File: src/rtl/mccoy_prog_seq.sv
// mccoy_prog_seq: program sequencer for the McCoy core. Captures a short program
// over the instruction bus into a local store, then runs the core from it,
// gating its clock-enable and halting it when the PC leaves the program or the
// run-cycle budget expires.
// Optional build macro: MCCOY_SINGLE_STEP_EN (while running, each rising edge of
// step grants exactly one enabled core cycle).
// Assumes AW >= $clog2(DEPTH).
module mccoy_prog_seq #(
  parameter int unsigned   DEPTH      = 16,
  parameter int unsigned   IW         = 6,
  parameter int unsigned   AW         = 6,
  parameter logic [IW-1:0] FILL_INSTR = '0,
  parameter int unsigned   MAX_CYCLES = 255
) (
  input  logic                   clk,
  input  logic                   reset,
  input  logic                   load_req,
  input  logic                   load_valid,
  input  logic [IW-1:0]          load_data,
  output logic                   load_ready,
  input  logic                   run_start,
  input  logic                   step,
  input  logic [AW-1:0]          pc_in,
  output logic [IW-1:0]          instr_out,
  output logic                   core_en,
  output logic                   core_rst,
  output logic [1:0]             state,
  output logic [$clog2(DEPTH):0] prog_len,
  output logic [1:0]             halt_cause
);

  localparam int unsigned AIW  = $clog2(DEPTH);
  localparam int unsigned LW   = AIW + 1;
  localparam int unsigned CW   = (MAX_CYCLES > 1) ? $clog2(MAX_CYCLES + 1) : 1;
  localparam int unsigned CMPW = (AW > LW) ? AW : LW;

  localparam logic [1:0] CAUSE_NONE   = 2'b00;
  localparam logic [1:0] CAUSE_PC     = 2'b01;
  localparam logic [1:0] CAUSE_BUDGET = 2'b10;

  typedef enum logic [1:0] {
    S_IDLE = 2'b00,
    S_LOAD = 2'b01,
    S_RUN  = 2'b10,
    S_HALT = 2'b11
  } state_e;

  state_e          state_q, state_d;
  logic [LW-1:0]   len_q, len_d;
  logic [CW-1:0]   cnt_q, cnt_d;
  logic [1:0]      cause_q, cause_d;
  logic            en_q, en_d;
  logic            rst_q, rst_d;
  logic            ready_q, ready_d;
  logic            wr_en;
  logic            go_run;
  logic            pc_in_prog;
  logic            budget_hit;
  logic            advance;
  logic [IW-1:0]   mem [DEPTH];

  // prog_len doubles as the write pointer: words are only ever appended
  assign pc_in_prog = CMPW'(pc_in) < CMPW'(len_q);
  assign budget_hit = (MAX_CYCLES != 0) && (cnt_q == CW'(MAX_CYCLES - 1));

`ifdef MCCOY_SINGLE_STEP_EN
  logic step_q;

  // Registered edge detector: a held-high step grants only one enabled cycle
  always_ff @(posedge clk) begin
    if (reset) step_q <= 1'b0;
    else       step_q <= step;
  end

  assign advance = step & ~step_q;
`else
  logic step_unused;

  assign step_unused = step;
  assign advance     = 1'b1;
`endif

  // Next-state and registered-output logic
  always_comb begin
    state_d = state_q;
    len_d   = len_q;
    cnt_d   = cnt_q;
    cause_d = cause_q;
    en_d    = 1'b0;
    rst_d   = rst_q;
    wr_en   = 1'b0;
    go_run  = 1'b0;

    case (state_q)
      S_IDLE: begin
        rst_d = 1'b1;
        if (load_req) begin
          state_d = S_LOAD;
          len_d   = '0;
        end else if (run_start && (len_q != '0)) begin
          go_run = 1'b1;
        end
      end
      S_LOAD: begin
        rst_d = 1'b1;
        if (load_valid && ready_q) begin
          wr_en = 1'b1;
          len_d = len_q + LW'(1);
        end
        if (run_start) begin
          if (len_d != '0) go_run  = 1'b1;
          else             state_d = S_IDLE;
        end
      end
      S_RUN: begin
        rst_d = 1'b0;
        if (en_q) begin
          cnt_d = (&cnt_q) ? cnt_q : cnt_q + CW'(1);
          if (!pc_in_prog) begin
            state_d = S_HALT;
            cause_d = CAUSE_PC;
          end else if (budget_hit) begin
            state_d = S_HALT;
            cause_d = CAUSE_BUDGET;
          end
        end
        if (state_d == S_RUN) en_d = advance;
      end
      S_HALT: begin
        rst_d = 1'b0;
        if (load_req) begin
          state_d = S_LOAD;
          len_d   = '0;
          rst_d   = 1'b1;
        end else if (run_start) begin
          go_run = 1'b1;
        end
      end
      default: state_d = S_IDLE;
    endcase

    // RUN entry: one-cycle core reset, fresh budget, cleared cause
    if (go_run) begin
      state_d = S_RUN;
      cnt_d   = '0;
      cause_d = CAUSE_NONE;
      rst_d   = 1'b1;
      en_d    = 1'b0;
    end

    ready_d = (state_d == S_LOAD) && (len_d < LW'(DEPTH));
  end

  // State and output registers
  always_ff @(posedge clk) begin
    if (reset) begin
      state_q <= S_IDLE;
      len_q   <= '0;
      cnt_q   <= '0;
      cause_q <= CAUSE_NONE;
      en_q    <= 1'b0;
      rst_q   <= 1'b1;
      ready_q <= 1'b0;
    end else begin
      state_q <= state_d;
      len_q   <= len_d;
      cnt_q   <= cnt_d;
      cause_q <= cause_d;
      en_q    <= en_d;
      rst_q   <= rst_d;
      ready_q <= ready_d;
    end
  end

  // Program store; contents survive reset
  always_ff @(posedge clk) begin
    if (wr_en && !reset) mem[len_q[AIW-1:0]] <= load_data;
  end

  assign instr_out  = pc_in_prog ? mem[pc_in[AIW-1:0]] : FILL_INSTR;
  assign load_ready = ready_q;
  assign core_en    = en_q;
  assign core_rst   = rst_q;
  assign state      = state_q;
  assign prog_len   = len_q;
  assign halt_cause = cause_q;

endmodule
File: config.mk
export PLATFORM = sky130hd
export DESIGN_NAME = mccoy_prog_seq
export DESIGN_NICKNAME = d
export VERILOG_FILES = /design/src/rtl/mccoy_prog_seq.sv
export SDC_FILE = /design/constraint.sdc
export NUM_CORES = 1
export LEC_CHECK = 0
export BUFFER_PORTS_ARGS = -buffer_cell sky130_fd_sc_hd__buf_2
export CAP_MARGIN = 40
export CORE_UTILIZATION = 52
export CTS_CLUSTER_DIAMETER = 30
export DETAILED_ROUTE_END_ITERATION = 16
export GPL_ROUTABILITY_DRIVEN = 0
export PLACE_DENSITY = 0.74
export SETUP_SLACK_MARGIN = 0.3
export SLEW_MARGIN = 25
export SYNTH_ARGS = -nofsm -noshare
export SYNTH_HDL_FRONTEND = slang
export SYNTH_SLANG_ARGS = --single-unit
File: constraint.sdc
create_clock -name clk -period 3 [get_ports clk]
set_input_delay 0.15 -clock clk [delete_from_list [all_inputs] [get_ports clk]]
set_output_delay 0.15 -clock clk [all_outputs]
set_load 0.005 [all_outputs]
## Yosys cells after proc, flatten, opt, wreduce, memory -nomap -nowiden

Memories as Yosys holds them, arrays and structs flattened.
Cells that the tools add are included.

| cells by class | value |
|---|---|
| add/sub/neg operators | 2 |
| multipliers | 0 |
| divide/modulo/power cells | 0 |
| $lt $le $gt $ge | 2 |
| equal/unequal tests | 7 |
| shift-type cells | 0 |
| mux-type cells | 30 |
| bitwise operators | 2 |
| reduce and logical (&&, ||, !) cells | 15 |

Operator list:

| operator | count |
|---|---|
| $mux 2 | 10 |
| $mux 5 | 3 |
| $mux 1 | 12 |
| $pmux 5 s2 | 1 |
| $reduce_bool 5->1 | 2 |
| $add 8x1->8 const B | 1 |
| $eq 8x8->1 const B | 1 |
| $reduce_and 8->1 | 1 |
| $eq 2x2->1 const B | 3 |
| $lt 6x5->1 | 1 |
| $mux 6 | 1 |
| $pmux 1 s3 | 2 |
| $pmux 2 s3 | 1 |
| $reduce_and 3->1 | 2 |
| $reduce_or 2->1 | 3 |
| $add 5x1->5 const B | 1 |
| $lt 5x5->1 const B | 1 |
| $eq 2x1->1 const B | 2 |
| $logic_and 1x1->1 | 4 |
| $reduce_or 3->1 | 1 |
| $logic_not 2->1 | 1 |
| $ne 2x1->1 const B | 1 |
| $not 1->1 | 2 |
| $logic_not 1->1 | 1 |

| storage, ports and cells | value |
|---|---|
| register bits after elaboration | 20 |
| latch bits | 0 |
| bits in writable memories | 96 |
| memory bits (read-only) | 0 |
| input port bits | 18 |
| output and inout bits | 18 |
| word-level logic and storage cells | 66 |
| memories | 1 |

Memories:

| name | depth | bits a word | read ports | clocked after memory_dff | wr ports | line | RTL |
|---|---|---|---|---|---|---|---|
| mem | 16 | 6 | 1 | 0 | 1 | 60 | `logic [IW-1:0] mem [DEPTH];` |

## Depth between registers and ports, before layout

| depth | value |
|---|---|
| word-level depth | 10 |
| mapped depth | 8 |
| gate-level depth less buffers | 7 |

## Worst setup path before layout

OpenSTA, ideal clock, no wires.

| timing path | value |
|---|---|
| path kind | register to register |
| from | register state_q[1] (netlist: state[1]) |
| to | memory mem[2][0], enable pin |
| setup time | 377 ps |
| arrival time | 1,827 ps |
| required time | 2,623 ps |
| setup slack | 796 ps |
| cell stages (with the launch flop) | 7 |
| path buffers | 0 |
| period minus slack after synthesis | 2,204 ps |
| cells stage by stage | dfxtp_1 -> inv_1 -> ha_1 -> inv_1 -> nor3_1 -> nand2_1 -> nor3_1 |

| on the way | value |
|---|---|
| word-level cells in the longest chain between the ends | 5 |

Ends and longest elaborated chain:

| what | line | RTL |
|---|---|---|
| start: declaration | 48 | `state_e state_q, state_d;` |
| start signal: assignment | 165 | `state_q <= state_d;` |
| $eq 2x1->1 | 94 | `case (state_q)` |
| $mux 1 | 94 |  |
| $logic_and 1x1->1 | 177 | `if (wr_en && !reset) mem[len_q[AIW-1:0]] <= load_data;` |
| $mux 1 | 177 |  |
| $mux 1 (not written as such) | 177 |  |
| end: declaration | 60 |  |

No other way between the ends.

## Final worst setup path

| timing path | value |
|---|---|
| from | register len_q[2] (netlist: prog_len[2]) |
| to | output instr_out[4] |

| on the way | value |
|---|---|
| word-level cells in the longest chain between the ends | 2 |

Ends and longest elaborated chain:

| what | line | RTL |
|---|---|---|
| start: declaration | 49 | `logic [LW-1:0] len_q, len_d;` |
| start signal: assignment | 166 | `len_q <= len_d;` |
| $lt 6x5->1 | 63 | `assign pc_in_prog = CMPW'(pc_in) < CMPW'(len_q);` |
| $mux 6 | 180 | `assign instr_out = pc_in_prog ? mem[pc_in[AIW-1:0]] : FILL_INSTR;` |
| end: declaration | 24 | `output logic [IW-1:0] instr_out,` |

No other way between the ends.

==> impl_metrics.json <==
{
  "place_ws_ns": 0.365,
  "grt_antenna_before_repair": 0,
  "postSynthAreaPerCell_sq_um": 15.9,
  "worst_slack_ns": 0.349,
  "grt_pass1_wl_microns": 16100,
  "grt_pass1_vias": 2912,
  "root_buffer": "clkbuf_8",
  "drive_gt1_share_pct": 31.3,
  "path_class": "reg2out",
  "grt.total_usage_pct": 22.7,
  "io_buffers": 34,
  "io_pins": 36,
  "h-tree-depth": 4,
  "vdd_ir_drop_max_v": 0.000416,
  "p_leak_nw": 2.09,
  "worst_setup_path_end_kind": "output port",
  "tritoncts": "built",
  "hold_viol": 0,
  "yosys_register_bits": 116,
  "design_area_sq_mm": 0.00607,
  "clock_path_buffers": 2,
  "setup-tns-final_ns": 0,
  "synth-edff-count": 96,
  "cts.sinks": 116,
  "row_count": 35,
  "syn_to_final_growth_pct": 20.3,
  "timing.fmax_mhz": 377,
  "worst_pin_slew_ns": 0.599,
  "design.core.area_sq_mm": 0.00933,
  "period_share_pct": 88.4,
  "worstSkewPairLatency_ns": 0.51,
  "cp_cell_sequence": "inv_1 > ha_1 > a21o_1 > a211oi_1 > o21ai_2 > buf_4 > nor2b_1 > buf_2",
  "async_flop_share_pct": 0,
  "hold_path.class": "in2reg",
  "synth_top_area_share_pct": 57.2,
  "dieArea_sq_mm": 0.0101,
  "synth_fp_nets": 351,
  "setup_viol": 0,
  "p_per_area_mw_per_mm2": 685,
  "ys_seq_area_share_pct": 65.1,
  "die-width_microns": 100,
  "skew_ns": 0.00592,
  "run_status": "finished clean",
  "cts_made_buffers": 17,
  "synthDistinctLibCells": 53,
  "crit_fanout": 12,
  "start_util_pct": 54.1,
  "synth.largest_area_cell": "edfxtp_1",
  "die_h_microns": 100,
  "hpwlAfterDp_microns": 6650,
  "overflow": 0,
  "cp_slowest_stage_delay_ns": 0.45,
  "start_kind": "register",
  "syn_area_sq_mm": 0.00504,
  "diodes": 0,
  "rsz0062_at_grt": "no",
  "maxSlewViolCount": 0,
  "routedWlPerCell_microns": 20.7,
  "drt_iter0_markers": 185,
  "first_pass_iters": 5,
  "grt_max_degree": 23,
  "cap_violations": 0,
  "drc": 0,
  "cp_slowest_cell": "dfxtp_2",
  "nets": 403,
  "yosys-top-cells-area": "edfxtp_1 57%, mux4_2 13%, dfxtp_1 7.9%",
  "ys_warn_count": 0,
  "arrival_ns": 2.50,
  "finalPower_mw": 4.15,
  "place_area_sq_mm": 0.00539,
  "antenna_left": 0,
  "synth_flop_cell": "edfxtp_1",
  "place_inst": 478,
  "dr_total_vias": 2975,
  "clk_pin_slew_ns": 0.06,
  "crit_required_ns": 2.85,
  "layout.cells.non_filler": 512,
  "postSynthCellCount": 318,
  "final_core_util_pct": 65.0,
  "drt_wl_total_microns": 10600,
  "fin_crit_ns": 2.65,
  "finalHoldWorstSlack_ns": 0.0309,
  "maxSlewHeadroom_pct": 59.5,
  "vias_per_cell": 5.81
}
what timing repair did:
action / in CTS / in global routing
hold buffers: 2 / 0
resized for setup: 1 / 11
endpoints found under the hold margin: 8 / 0
buffers inserted: 0 / 0
cloned: 0 / 0
setup endpoints to repair: 2 / 81
final cells by class:
class	count	area, sq um
Sequential cell	116	3280
Fill cell	648	3260
Multi-Input combinational cell	178	1680
Clock buffer	17	414
Timing Repair Buffer	46	278
Clock inverter	15	211
Tap cell	129	161
Inverter	11	41.3
worst max-delay path: cells and delay by family (launching register included):
| family | cells | cell delay (ns) |
|---|---|---|
| compound gates | 3 | 0.70 |
| fa+ha+maj | 1 | 0.20 |
| buf+inv | 3 | 0.48 |
| flops | 1 | 0.45 |
| simple gates | 1 | 0.16 |
cells in the final DEF, fill, tap and decap left out, drive strengths merged, types with 2 or more instances in the layout:
| cell | n |
|---|---|
| a211oi | 3 |
| a21o | 3 |
| a21oi | 7 |
| a221oi | 2 |
| and2 | 2 |
| and3 | 2 |
| buf | 44 |
| bufinv | 5 |
| clkbuf | 17 |
| clkinv | 5 |
| clkinvlp | 4 |
| dfxtp | 20 |
| dlygate4sd3 | 2 |
| edfxtp | 96 |
| ha | 15 |
| inv | 12 |
| mux2i | 2 |
| mux4 | 30 |
| nand2 | 15 |
| nand2b | 3 |
| nand3 | 10 |
| nand4 | 3 |
| nor2 | 30 |
| nor2b | 7 |
| nor3 | 7 |
| o2111ai | 2 |
| o21ai | 4 |
| o22ai | 2 |
| or3 | 2 |
| xnor2 | 2 |
| xor2 | 6 |
path summary, 6_finish.rpt:
kind	start	to	slack, ns	cells after the start
max	prog_len[2]	instr_out[4]	0.35	8
min reg2reg	halt_cause[0]	halt_cause[0]	0.49	2
min	load_data[3]	mem[10][3]	0.03	1
max reg2reg	state[1]	mem[12][2]	0.50	6
registers in the layout, indices dropped and copies added, names as in the netlist:
signal and flops:
halt_cause 2, cnt_q 8, core_en 1, prog_len 5, load_ready 1, state 2
mem 96, core_rst 1
Yosys cell counts, types with 3 or more instances:
library cell,instances
a21o_1,3
nor3_1,6
nand4_1,3
inv_1,11
nand2b_1,3
ha_1,15
o21ai_0,3
a21oi_1,6
clkbuf_1,5
nand2_1,15
mux4_2,30
edfxtp_1,96
dfxtp_1,20
nand3_1,10
nor2b_1,7
nor2_1,30
xor2_1,6
kinds of logic (layout without fill, tap and decap cells):
| logic type | count (synthesis) | after routing | share of synthesized area, % |
|---|---|---|---|
| AOI/OAI and AO/OA | 34 | 34 | 4.86 |
| xor gates and xnor gates | 8 | 8 | 1.39 |
| adders and majority gates | 15 | 15 | 3.72 |
| buffers and inverters | 24 | 89 | 2.28 |
| DFF | 116 | 116 | 65.1 |
| muxes | 32 | 32 | 13.8 |
| and+or+nand+nor | 89 | 89 | 8.83 |
routing by layer:
| layer | track usage, % | wire length, microns | vias up |
|---|---|---|---|
| li1 | - | - | 1358 |
| met1 | 30.7 | 4570 | 1520 |
| met2 | 36.5 | 5450 | 86 |
| met3 | 5.41 | 478 | 11 |
| met4 | 7.69 | 105 | 0 |
| met5 | 0 | 0 | - |
report_power, final:
group / leakage, nW / switching (mW) / internal [mW]
clock: 0.295 / 0.695 / 1.42
combinational: 0.766 / 0.158 / 0.114
sequential: 1.02 / 0.0123 / 1.75
Note: power is estimated with default switching activity, not from simulation.
